**config.mk**
```make
export PLATFORM = sky130hd
export DESIGN_NAME = sede_param
export DESIGN_NICKNAME = d
export VERILOG_FILES = /design/src/rtl/sede_param.sv
export SDC_FILE = /design/constraint.sdc
export NUM_CORES = 1
export LEC_CHECK = 0
export BUFFER_PORTS_ARGS = -buffer_cell sky130_fd_sc_hd__clkbuf_2
export CORE_MARGIN = 2
export CORE_UTILIZATION = 55
export DETAILED_ROUTE_END_ITERATION = 16
export MAX_ROUTING_LAYER = met4
export PLACE_DENSITY = 0.71
export SLEW_MARGIN = 15
export SYNTH_ARGS = -nofsm -noshare
export SYNTH_HDL_FRONTEND = slang
export SYNTH_SLANG_ARGS = --single-unit
```
**constraint.sdc**
```tcl
create_clock -name clk -period 6.8 [get_ports clk]
set_input_delay 0.68 -clock clk [delete_from_list [all_inputs] [get_ports clk]]
set_output_delay 0.68 -clock clk [all_outputs]
set_load 0.005 [all_outputs]
```
**src/rtl/sede_param.sv**
```systemverilog
// -----------------------------------------------------------------------------
// sede_param -- streaming 3x3 Sobel edge-detection engine.
//
// Accepts one raster-order pixel per accepted cycle and emits one edge value
// per pixel, in input order. The image border is zero-padded, so each frame
// yields exactly IMG_W*IMG_H outputs. After the last pixel of a frame the
// engine pushes IMG_W+1 internal zero pixels to drain the window. During that
// time busy is high and input is refused.
//
// Ports
//   clk        : clock, rising edge
//   rst        : asynchronous, active-high reset
//   in_valid   : pix_data is valid this cycle
//   pix_data   : unsigned pixel, raster order
//   mode       : 0=|Gx|+|Gy|, 1=|Gx|, 2=|Gy|, 3=threshold (sampled at first pixel)
//   thresh     : threshold for mode 3 (sampled at first pixel)
//   busy       : high = input not accepted (frame flush in progress)
//   valid      : edge_out carries a result this cycle
//   edge_out   : edge result
//   frame_done : one-cycle pulse together with the last output of a frame
// -----------------------------------------------------------------------------
module sede_param #(
    parameter int DATA_W = 8,
    parameter int IMG_W  = 32,
    parameter int IMG_H  = 32
) (
    input  logic              clk,
    input  logic              rst,
    input  logic              in_valid,
    input  logic [DATA_W-1:0] pix_data,
    input  logic [1:0]        mode,
    input  logic [DATA_W+2:0] thresh,
    output logic              busy,
    output logic              valid,
    output logic [DATA_W-1:0] edge_out,
    output logic              frame_done
);

    localparam int N_PIX  = IMG_W * IMG_H;
    localparam int N_PUSH = N_PIX + IMG_W;   // index of the final zero push
    localparam int CNT_W  = $clog2(N_PUSH + 2);
    localparam int COL_W  = $clog2(IMG_W);
    localparam int SUM_W  = DATA_W + 3;
    localparam int ABS_W  = DATA_W + 2;

    localparam logic [CNT_W-1:0] LAST_PIX_C  = CNT_W'(N_PIX - 1);
    localparam logic [CNT_W-1:0] LAST_PUSH_C = CNT_W'(N_PUSH);
    localparam logic [CNT_W-1:0] ONE_ROW_C   = CNT_W'(IMG_W);
    localparam logic [CNT_W-1:0] TWO_ROWS_C  = CNT_W'(2 * IMG_W);
    localparam logic [CNT_W-1:0] FIRST_OUT_C = CNT_W'(IMG_W + 1);
    localparam logic [COL_W-1:0] COL_MAX_C   = COL_W'(IMG_W - 1);

    typedef enum logic [1:0] {
        S_IDLE  = 2'd0,
        S_RUN   = 2'd1,
        S_FLUSH = 2'd2
    } state_t;

    // p0 + 2*p1 + p2 over one window column
    function automatic logic [SUM_W-1:0] wsum(input logic [DATA_W-1:0] a,
                                              input logic [DATA_W-1:0] b,
                                              input logic [DATA_W-1:0] c);
        wsum = {3'b000, a} + {2'b00, b, 1'b0} + {3'b000, c};
    endfunction

    // |v| fits in ABS_W bits, so the negation can be done on the low bits only
    function automatic logic [ABS_W-1:0] absv(input logic [SUM_W-1:0] v);
        if (v[SUM_W-1]) begin
            absv = ~v[ABS_W-1:0] + {{(ABS_W-1){1'b0}}, 1'b1};
        end else begin
            absv = v[ABS_W-1:0];
        end
    endfunction

    function automatic logic [DATA_W-1:0] sat(input logic [SUM_W-1:0] v);
        if (|v[SUM_W-1:DATA_W]) begin
            sat = {DATA_W{1'b1}};
        end else begin
            sat = v[DATA_W-1:0];
        end
    endfunction

    state_t             state_q;
    logic               busy_q;
    logic [CNT_W-1:0]   push_cnt_q;     // index of the next push within the frame
    logic [COL_W-1:0]   col_q;          // column of the next push
    logic [1:0]         mode_q;
    logic [DATA_W+2:0]  thresh_q;

    logic [DATA_W-1:0]  lb1_q [IMG_W];  // previous row
    logic [DATA_W-1:0]  lb2_q [IMG_W];  // row before that
    logic [DATA_W-1:0]  win_t_q [3];    // window, index 2 = newest column
    logic [DATA_W-1:0]  win_m_q [3];
    logic [DATA_W-1:0]  win_b_q [3];

    logic               s1_valid_q, s1_first_q, s1_lastc_q, s1_last_q;
    logic               s2_valid_q, s2_last_q;
    logic [ABS_W-1:0]   s2_ax_q, s2_ay_q;
    logic               valid_q, frame_done_q;
    logic [DATA_W-1:0]  edge_q;

    logic               acc_s, flush_push_s, push_s;
    logic [DATA_W-1:0]  pix_in_s, top_in_s, mid_in_s;
    logic [DATA_W-1:0]  lt_s, lm_s, lb_s, rt_s, rm_s, rb_s, tc_s, bc_s;
    logic [SUM_W-1:0]   gx_s, gy_s, sum_s;
    logic [DATA_W-1:0]  res_s;

    // The cycle between the last accept and busy rising is already FLUSH,
    // so input is refused there even though busy still reads low.
    assign acc_s        = in_valid && !busy_q && (state_q != S_FLUSH);
    assign flush_push_s = (state_q == S_FLUSH) && (push_cnt_q <= LAST_PUSH_C);
    assign push_s       = acc_s || flush_push_s;

    // Incoming window column; rows above the image read as zero
    always_comb begin
        pix_in_s = flush_push_s ? {DATA_W{1'b0}} : pix_data;
        if (push_cnt_q < TWO_ROWS_C) begin
            top_in_s = {DATA_W{1'b0}};
        end else begin
            top_in_s = lb2_q[col_q];
        end
        if (push_cnt_q < ONE_ROW_C) begin
            mid_in_s = {DATA_W{1'b0}};
        end else begin
            mid_in_s = lb1_q[col_q];
        end
    end

    // Line buffers and 3x3 window advance on every push
    always_ff @(posedge clk) begin
        if (push_s) begin
            lb1_q[col_q] <= pix_in_s;
            lb2_q[col_q] <= lb1_q[col_q];
            win_t_q[0]   <= win_t_q[1];
            win_t_q[1]   <= win_t_q[2];
            win_t_q[2]   <= top_in_s;
            win_m_q[0]   <= win_m_q[1];
            win_m_q[1]   <= win_m_q[2];
            win_m_q[2]   <= mid_in_s;
            win_b_q[0]   <= win_b_q[1];
            win_b_q[1]   <= win_b_q[2];
            win_b_q[2]   <= pix_in_s;
        end
    end

    // Column padding and Sobel gradients for the current window centre
    always_comb begin
        lt_s = s1_first_q ? {DATA_W{1'b0}} : win_t_q[0];
        lm_s = s1_first_q ? {DATA_W{1'b0}} : win_m_q[0];
        lb_s = s1_first_q ? {DATA_W{1'b0}} : win_b_q[0];
        rt_s = s1_lastc_q ? {DATA_W{1'b0}} : win_t_q[2];
        rm_s = s1_lastc_q ? {DATA_W{1'b0}} : win_m_q[2];
        rb_s = s1_lastc_q ? {DATA_W{1'b0}} : win_b_q[2];
        tc_s = win_t_q[1];
        bc_s = win_b_q[1];
        gx_s = wsum(rt_s, rm_s, rb_s) - wsum(lt_s, lm_s, lb_s);
        gy_s = wsum(lb_s, bc_s, rb_s) - wsum(lt_s, tc_s, rt_s);
    end

    // Output selection by the frame's sampled mode
    always_comb begin
        sum_s = {1'b0, s2_ax_q} + {1'b0, s2_ay_q};
        case (mode_q)
            2'd0:    res_s = sat(sum_s);
            2'd1:    res_s = sat({1'b0, s2_ax_q});
            2'd2:    res_s = sat({1'b0, s2_ay_q});
            2'd3:    res_s = (sum_s >= thresh_q) ? {DATA_W{1'b1}} : {DATA_W{1'b0}};
            default: res_s = {DATA_W{1'b0}};
        endcase
    end

    // Frame control: counters, mode/threshold capture and flush sequencing
    always_ff @(posedge clk or posedge rst) begin
        if (rst) begin
            state_q    <= S_IDLE;
            busy_q     <= 1'b0;
            push_cnt_q <= {CNT_W{1'b0}};
            col_q      <= {COL_W{1'b0}};
            mode_q     <= 2'd0;
            thresh_q   <= {(DATA_W+3){1'b0}};
        end else begin
            if (push_s) begin
                push_cnt_q <= push_cnt_q + {{(CNT_W-1){1'b0}}, 1'b1};
                col_q      <= (col_q == COL_MAX_C) ? {COL_W{1'b0}}
                                                   : col_q + {{(COL_W-1){1'b0}}, 1'b1};
            end
            case (state_q)
                S_IDLE: begin
                    busy_q <= 1'b0;
                    if (acc_s) begin
                        mode_q   <= mode;
                        thresh_q <= thresh;
                        state_q  <= S_RUN;
                    end
                end
                S_RUN: begin
                    busy_q <= 1'b0;
                    if (acc_s && (push_cnt_q == LAST_PIX_C)) begin
                        state_q <= S_FLUSH;
                    end
                end
                S_FLUSH: begin
                    // leave on the edge after the frame's last output
                    if (frame_done_q) begin
                        state_q    <= S_IDLE;
                        busy_q     <= 1'b0;
                        push_cnt_q <= {CNT_W{1'b0}};
                        col_q      <= {COL_W{1'b0}};
                    end else begin
                        busy_q <= 1'b1;
                    end
                end
                default: begin
                    state_q <= S_IDLE;
                    busy_q  <= 1'b0;
                end
            endcase
        end
    end

    // Result pipeline: window flags -> absolute gradients -> output register
    always_ff @(posedge clk or posedge rst) begin
        if (rst) begin
            s1_valid_q   <= 1'b0;
            s1_first_q   <= 1'b0;
            s1_lastc_q   <= 1'b0;
            s1_last_q    <= 1'b0;
            s2_valid_q   <= 1'b0;
            s2_last_q    <= 1'b0;
            s2_ax_q      <= {ABS_W{1'b0}};
            s2_ay_q      <= {ABS_W{1'b0}};
            valid_q      <= 1'b0;
            frame_done_q <= 1'b0;
            edge_q       <= {DATA_W{1'b0}};
        end else begin
            // the window centre lags the pushed pixel by IMG_W+1 positions
            s1_valid_q   <= push_s && (push_cnt_q >= FIRST_OUT_C);
            s1_first_q   <= (col_q == COL_W'(1));
            s1_lastc_q   <= (col_q == {COL_W{1'b0}});
            s1_last_q    <= (push_cnt_q == LAST_PUSH_C);
            s2_valid_q   <= s1_valid_q;
            s2_last_q    <= s1_last_q;
            s2_ax_q      <= absv(gx_s);
            s2_ay_q      <= absv(gy_s);
            valid_q      <= s2_valid_q;
            frame_done_q <= s2_valid_q && s2_last_q;
            edge_q       <= s2_valid_q ? res_s : {DATA_W{1'b0}};
        end
    end

    assign busy       = busy_q;
    assign valid      = valid_q;
    assign edge_out   = edge_q;
    assign frame_done = frame_done_q;

endmodule

```
=== Word level (Yosys, flattened, before mapping) ===
Memories as Yosys holds them, arrays and structs flattened.
Cells that the tools add are included.

* $add $sub $neg: 15
* $lt $le $gt $ge: 5
* Equal/unequal tests: 13
* Mux-type cells: 32
* Bitwise logic cells: 2
* Reduce and logical (&&, ||, !) cells: 16

{| class="wikitable"
|+ Operators by type and width
! operator !! count
|-
| two-way mux 8 bit || 14
|-
| adder 10 x 8 -> 11 bit || 4
|-
| adder 8 x 9 -> 10 bit || 4
|-
| two-way mux 11 bit || 3
|-
| one-hot mux 8 bit (4 select lines) || 1
|-
| subtractor 11 bit || 2
|-
| adder 10 x 1 -> 10 bit (second input constant) || 2
|-
| two-way mux 10 bit || 2
|-
| two-way mux 5 bit || 4
|-
| NOT 10 bit || 2
|-
| adder 10 x 10 -> 11 bit || 1
|-
| adder 11 x 1 -> 11 bit (second input constant) || 1
|-
| == test 11 x 10 -> 1 bit (second input constant) || 1
|-
| == test 11 bit (second input constant) || 1
|-
| greater-or-equal comparator 11 bit || 1
|-
| greater-or-equal comparator 11 x 6 -> 1 bit (second input constant) || 1
|-
| <= comparator 11 bit (second input constant) || 1
|-
| less-than comparator 11 x 6 -> 1 bit (second input constant) || 1
|-
| less-than comparator 11 x 7 -> 1 bit (second input constant) || 1
|-
| inequality test 2 bit (second input constant) || 4
|-
| == test 2 bit (second input constant) || 3
|-
| logical AND 1 bit || 6
|-
| two-way mux 2 bit || 3
|-
| one-hot mux 2 bit (3 select lines) || 1
|-
| 13 further kinds || 19
|}

* Register bits: 68
* RAM bits: 584
* Input bits: 24
* Output and inout port bits: 11
* Logic and storage cells: 105
* Memories kept: 5

{| class="wikitable"
|+ Memory list
! memory !! depth !! bits a word !! read ports !! clocked after Yosys merged registers in !! wr ports !! line !! RTL
|-
| lb1_q || 32 || 8 || 1 || 0 || 1 || 90 || <nowiki>logic [DATA_W-1:0] lb1_q [IMG_W];</nowiki>
|-
| lb2_q || 32 || 8 || 1 || 0 || 1 || 91 || <nowiki>logic [DATA_W-1:0] lb2_q [IMG_W];</nowiki>
|-
| win_b_q || 3 || 8 || 3 || 0 || 3 || 94 || <nowiki>logic [DATA_W-1:0] win_b_q [3];</nowiki>
|-
| win_m_q || 3 || 8 || 3 || 0 || 3 || 93 || <nowiki>logic [DATA_W-1:0] win_m_q [3];</nowiki>
|-
| win_t_q || 3 || 8 || 3 || 0 || 3 || 92 || <nowiki>logic [DATA_W-1:0] win_t_q [3];</nowiki>
|}

=== Logic depth before layout (Yosys ltp) ===
* Word-level depth: 7
* Mapped depth: 17
* Depth with buffers taken out: 15

=== Worst setup path after synthesis ===
No wires, ideal clock.

* Path kind: register to register
* Start point: register s1_lastc_q
* End point: register s2_ax_q[9]
* Setup time: 125 ps
* Arrival: 4,057 ps
* Path slack: 2,618 ps
* Cell stages (with the launch flop): 15
* Path buffers: 1
* Cells stage by stage: dfrtp_1 > clkbuf_1 > nand2b_1 > fa_1 > fa_1 > fa_1 > inv_1 > ha_1 > fa_1 > a211oi_1 > nor2_1 > xor2_1 > nor4b_1 > a31oi_1 > xnor2_1

* Cells in the longest elaborated chain, start to end: 7

{| class="wikitable"
|+ Ends and longest elaborated chain
! what !! line !! RTL
|-
| start, declared || 96 || <nowiki>logic s1_valid_q, s1_first_q, s1_lastc_q, s1_last_q;</nowiki>
|-
| start signal, assigned || 239 || <nowiki>s1_lastc_q <= (col_q == {COL_W{1'b0}});</nowiki>
|-
| two-way mux 8 bit, on equally long branches || 151, 152 ||
|-
| adder 8 x 9 -> 10 bit || 63 || <nowiki>wsum = {3'b000, a} + {2'b00, b, 1'b0} + {3'b000, c};</nowiki>
|-
| adder 10 x 8 -> 11 bit (*) || 63 ||
|-
| subtractor 11 bit (*) || 156 || <nowiki>gx_s = wsum(rt_s, rm_s, rb_s) - wsum(lt_s, lm_s, lb_s);</nowiki>
|-
| NOT 10 bit || 69 || <nowiki>absv = ~v[ABS_W-1:0] + {{(ABS_W-1){1'b0}}, 1'b1};</nowiki>
|-
| adder 10 x 1 -> 10 bit || 69 ||
|-
| two-way mux 10 bit (*) || 68 || <nowiki>if (v[SUM_W-1]) begin</nowiki>
|-
| end signal, assigned || 230 || <nowiki>s2_ax_q <= {ABS_W{1'b0}};</nowiki>
|-
| end signal, assigned || 243 || <nowiki>s2_ax_q <= absv(gx_s);</nowiki>
|-
| end, declared || 98 || <nowiki>logic [ABS_W-1:0] s2_ax_q, s2_ay_q;</nowiki>
|}

Mark *: on every way between the ends. The rest lies on a longest branch, timed or not.
A chain may end at the register's enable or synchronous reset.

=== Worst setup path in the final report ===
Ends and elaborated chain as after synthesis.

==> out/results.ini <==
[route]
routed_wl_um = 60240
wl_per_cell_um = 24.60
antenna_left = 0
drc = 0
first_pass_iters = 5
drt_iter0_markers = 1429
vias = 14520
viasPerCell = 5.928

[logic_synthesis]
ys.flop_type = edfxtp_1
synth_compound_area_share_pct = 5.188
synth_adder_area_share_pct = 6.908
async_flop_share_pct = 10.43
synth_cells = 1616
synth_top_family_by_area = multiplexers
syn_nets = 1758
synthSimpleGateAreaFrac_pct = 4.957
syn_avg_cell_area_um2 = 17.46
yosys_warnings = 0
synth_area_mm2 = 0.02822
ys_seq_elements = 652
synth.area.mux_share_pct = 10.45
synth_edf_count = 584
synthXorXnorAreaFrac_pct = 1.335
ys_seq_area_share_pct = 68.17
synth.distinct_cells = 68

[finish]
n_fill_cell = 3545
mostFrequentLayoutCell = edfxtp_1
diodes = 0
drive_gt1_share_pct = 19.62
multiInputGateArea_mm2 = 0.008158
syn2layout_area_growth_pct = 12.00
most-common-layout-cells = 584 x edfxtp_1, 132 x inv_1, 128 x mux4_2
layout.cells.non_filler = 2449
nNetsFinal = 1858
area.sequential_mm2 = 0.01925

[power_and_ir_drop]
power-per-cell-area_mw_per_mm2 = 299.7
p_leak_nw = 11.07
ir_drop_mv = 0.3596
p_comb_share_pct = 14.1
clockPowerShare_pct = 38.4
switchingPower_mw = 2.336
fin_total_pwr_mw = 9.473
intPower_mw = 7.137
netSwitchingFraction_pct = 24.66
pwr-share-seq_pct = 47.4

[clock_network]
clockBufferDepth = 3
numCtsBuffers = 68
ctsHoldBuffers = 0
htreeDepth = 3
insertion_delay_ns = 0.60
postCtsSetupRepairBufs = 0
clock-sinks = 652
cts_tree = built
root_buffer = clkbuf_16
cts_resized = 0
clkTransAtPathRegs_ns = 0.07

[sta]
setup_viol = 0
final_max_slew_viol_count = 0
rsz0062_at_grt = no
setup_ws_ns = 2.076
finalClockSkew_ns = 0.02275
tightest_slew_ns = 1.014
fin_tns_setup_ns = 0
fin_crit_ns = 4.724
max_slew_margin_pct = 32.08
fmax_mhz = 211.7
period_share_pct = 69.47
hold_violations = 0

[grt]
grt_max_degree = 76
grt_pass1_wl_um = 91650
track_usage_pct = 24.12
overflow = 0
antenna_found_initial = 0
grt_pass1_vias = 15110

[critical_path]
reg2reg_depth = 14
worstSetupEndpointType = flop
arrival_ns = 5.20
critPathCapture = s2_ax_q[9]
r2r_start = s1_lastc_q
setup.worst_path.start_class = flop
crit_start = s1_lastc_q
r2r_end = s2_ax_q[9]
regToRegSetupSlack_ns = 2.08
critical_path_class = reg -> reg
path_max_fanout = 24
worstPathRequired_ns = 7.27

[die]
ios = 35
die_w_um = 230.5
fp.dieH_um = 230.5
fp.coreArea_mm2 = 0.05099
row_count = 83
dieArea_mm2 = 0.05314
initial_core_util_pct = 55.34

[run_status]
status = finished, final reports clean

[place]
dp_hpwl_um = 37790
place_ws_ns = 2.055
routabilityCongestion = 0.8731
place_inst = 2326
place.port_buffers = 34

[worst_hold_path]
hp-class = in -> reg
min_path_cells = 3

[flow_run]
cap_violations = 0

worst min-delay path by stage:
| stage | to | slack, ns | start |
|---|---|---|---|
| after global placement | s2_valid_q | 0.33 | s1_valid_q |
| after floorplan | s2_last_q | 0.33 | s1_last_q |
| final | thresh_q[9] | 0.29 | thresh[9] |
| after detailed placement | s2_valid_q | 0.34 | s1_valid_q |
| after global routing | thresh_q[5] | 0.29 | thresh[5] |
| after CTS | thresh_q[9] | 0.27 | thresh[9] |
Yosys cell counts (all sizes together) (30+ instances only):
| cell | count | area, um2 |
|---|---|---|
| mux4 | 128 | 2883 |
| o21ai | 43 | 222.7 |
| dfrtp | 68 | 1702 |
| clkbuf | 30 | 112.6 |
| nand2b | 30 | 187.7 |
| nand2 | 40 | 150.1 |
| buf | 36 | 227.7 |
| nor2 | 88 | 332.8 |
| a22oi | 34 | 255.2 |
| edfxtp | 584 | 17540 |
| fa | 63 | 1261 |
| inv | 134 | 503.0 |
| nor2b | 30 | 187.7 |
| ha | 55 | 688.2 |
sequential cells by signal, indices dropped and copies added, names as in the netlist:
name        count
s1_last_q       1
s2_ax_q        10
win_m_q        24
push_cnt_q     11
lb1_q         256
frame_done      1
win_t_q        24
busy            1
s2_last_q       1
s1_lastc_q      1
lb2_q         256
valid           1
win_b_q        24
s1_valid_q      1
state_q         2
s1_first_q      1
thresh_q       11
mode_q          2
edge_out        8
s2_ay_q        10
s2_valid_q      1
col_q           5
power groups by stage:
stage               Sequential (mW)  Combinational [mW]  Clock [mW]
global route                   4.50                1.52        3.86
finish                         4.49                1.34        3.64
floorplan                      4.54                1.06           0
global placement               4.58                1.29           0
detailed placement             4.58                1.34           0
CTS                            4.50                1.35        3.70
layout make-up:
cell class,instances,share of cell area (%)
Clock buffer,85,5.851
Clock inverter,38,1.112
Sequential cell,652,60.89
Timing Repair Buffer,96,2.051
Tap cell,680,2.692
Inverter,134,1.591
Multi-Input combinational cell,764,25.81
worst max-delay path, cell delays in order (launching register included):
cell	delay, ns
dfrtp_1	0.61
nor2b_1	0.31
inv_1	0.10
fa_1	0.52
fa_1	0.46
fa_1	0.52
inv_1	0.04
ha_1	0.21
fa_1	0.47
a211oi_1	0.34
nor3b_1	0.12
o21a_1	0.18
o31ai_1	0.38
a31oi_1	0.17
xnor2_1	0.15
kinds of logic (layout without fill, tap and decap cells):
family | Yosys count | in the layout
AOI/OAI and AO/OA | 203 | 203
xor gates and xnor gates | 43 | 43
adders and majority gates | 118 | 118
buffers and inverters | 200 | 353
DFF | 652 | 652
muxes | 134 | 134
and+or+nand+nor | 266 | 266
stage by stage:
stage	instance area, um2	hold slack (ns)	util (%)
2_1_floorplan	28220	0.3312	-
3_3_place_gp	29400	0.3331	57.66
3_5_place_dp	29400	0.3417	57.66
4_1_cts	31600	0.2677	61.97
5_1_grt	31610	0.2913	61.99
6_report	31610	0.2907	61.99
routing by layer:
layer / global-route usage, % / vias to the layer above / share of wire [%]
li1: - / 6400 / -
met1: 30.28 / 7546 / 39
met2: 39.04 / 466 / 50
met3: 4.706 / 106 / 6.3
met4: 9.778 / 0 / 4.2
met5: - / - / 0
(Power assumes the default switching activity.)
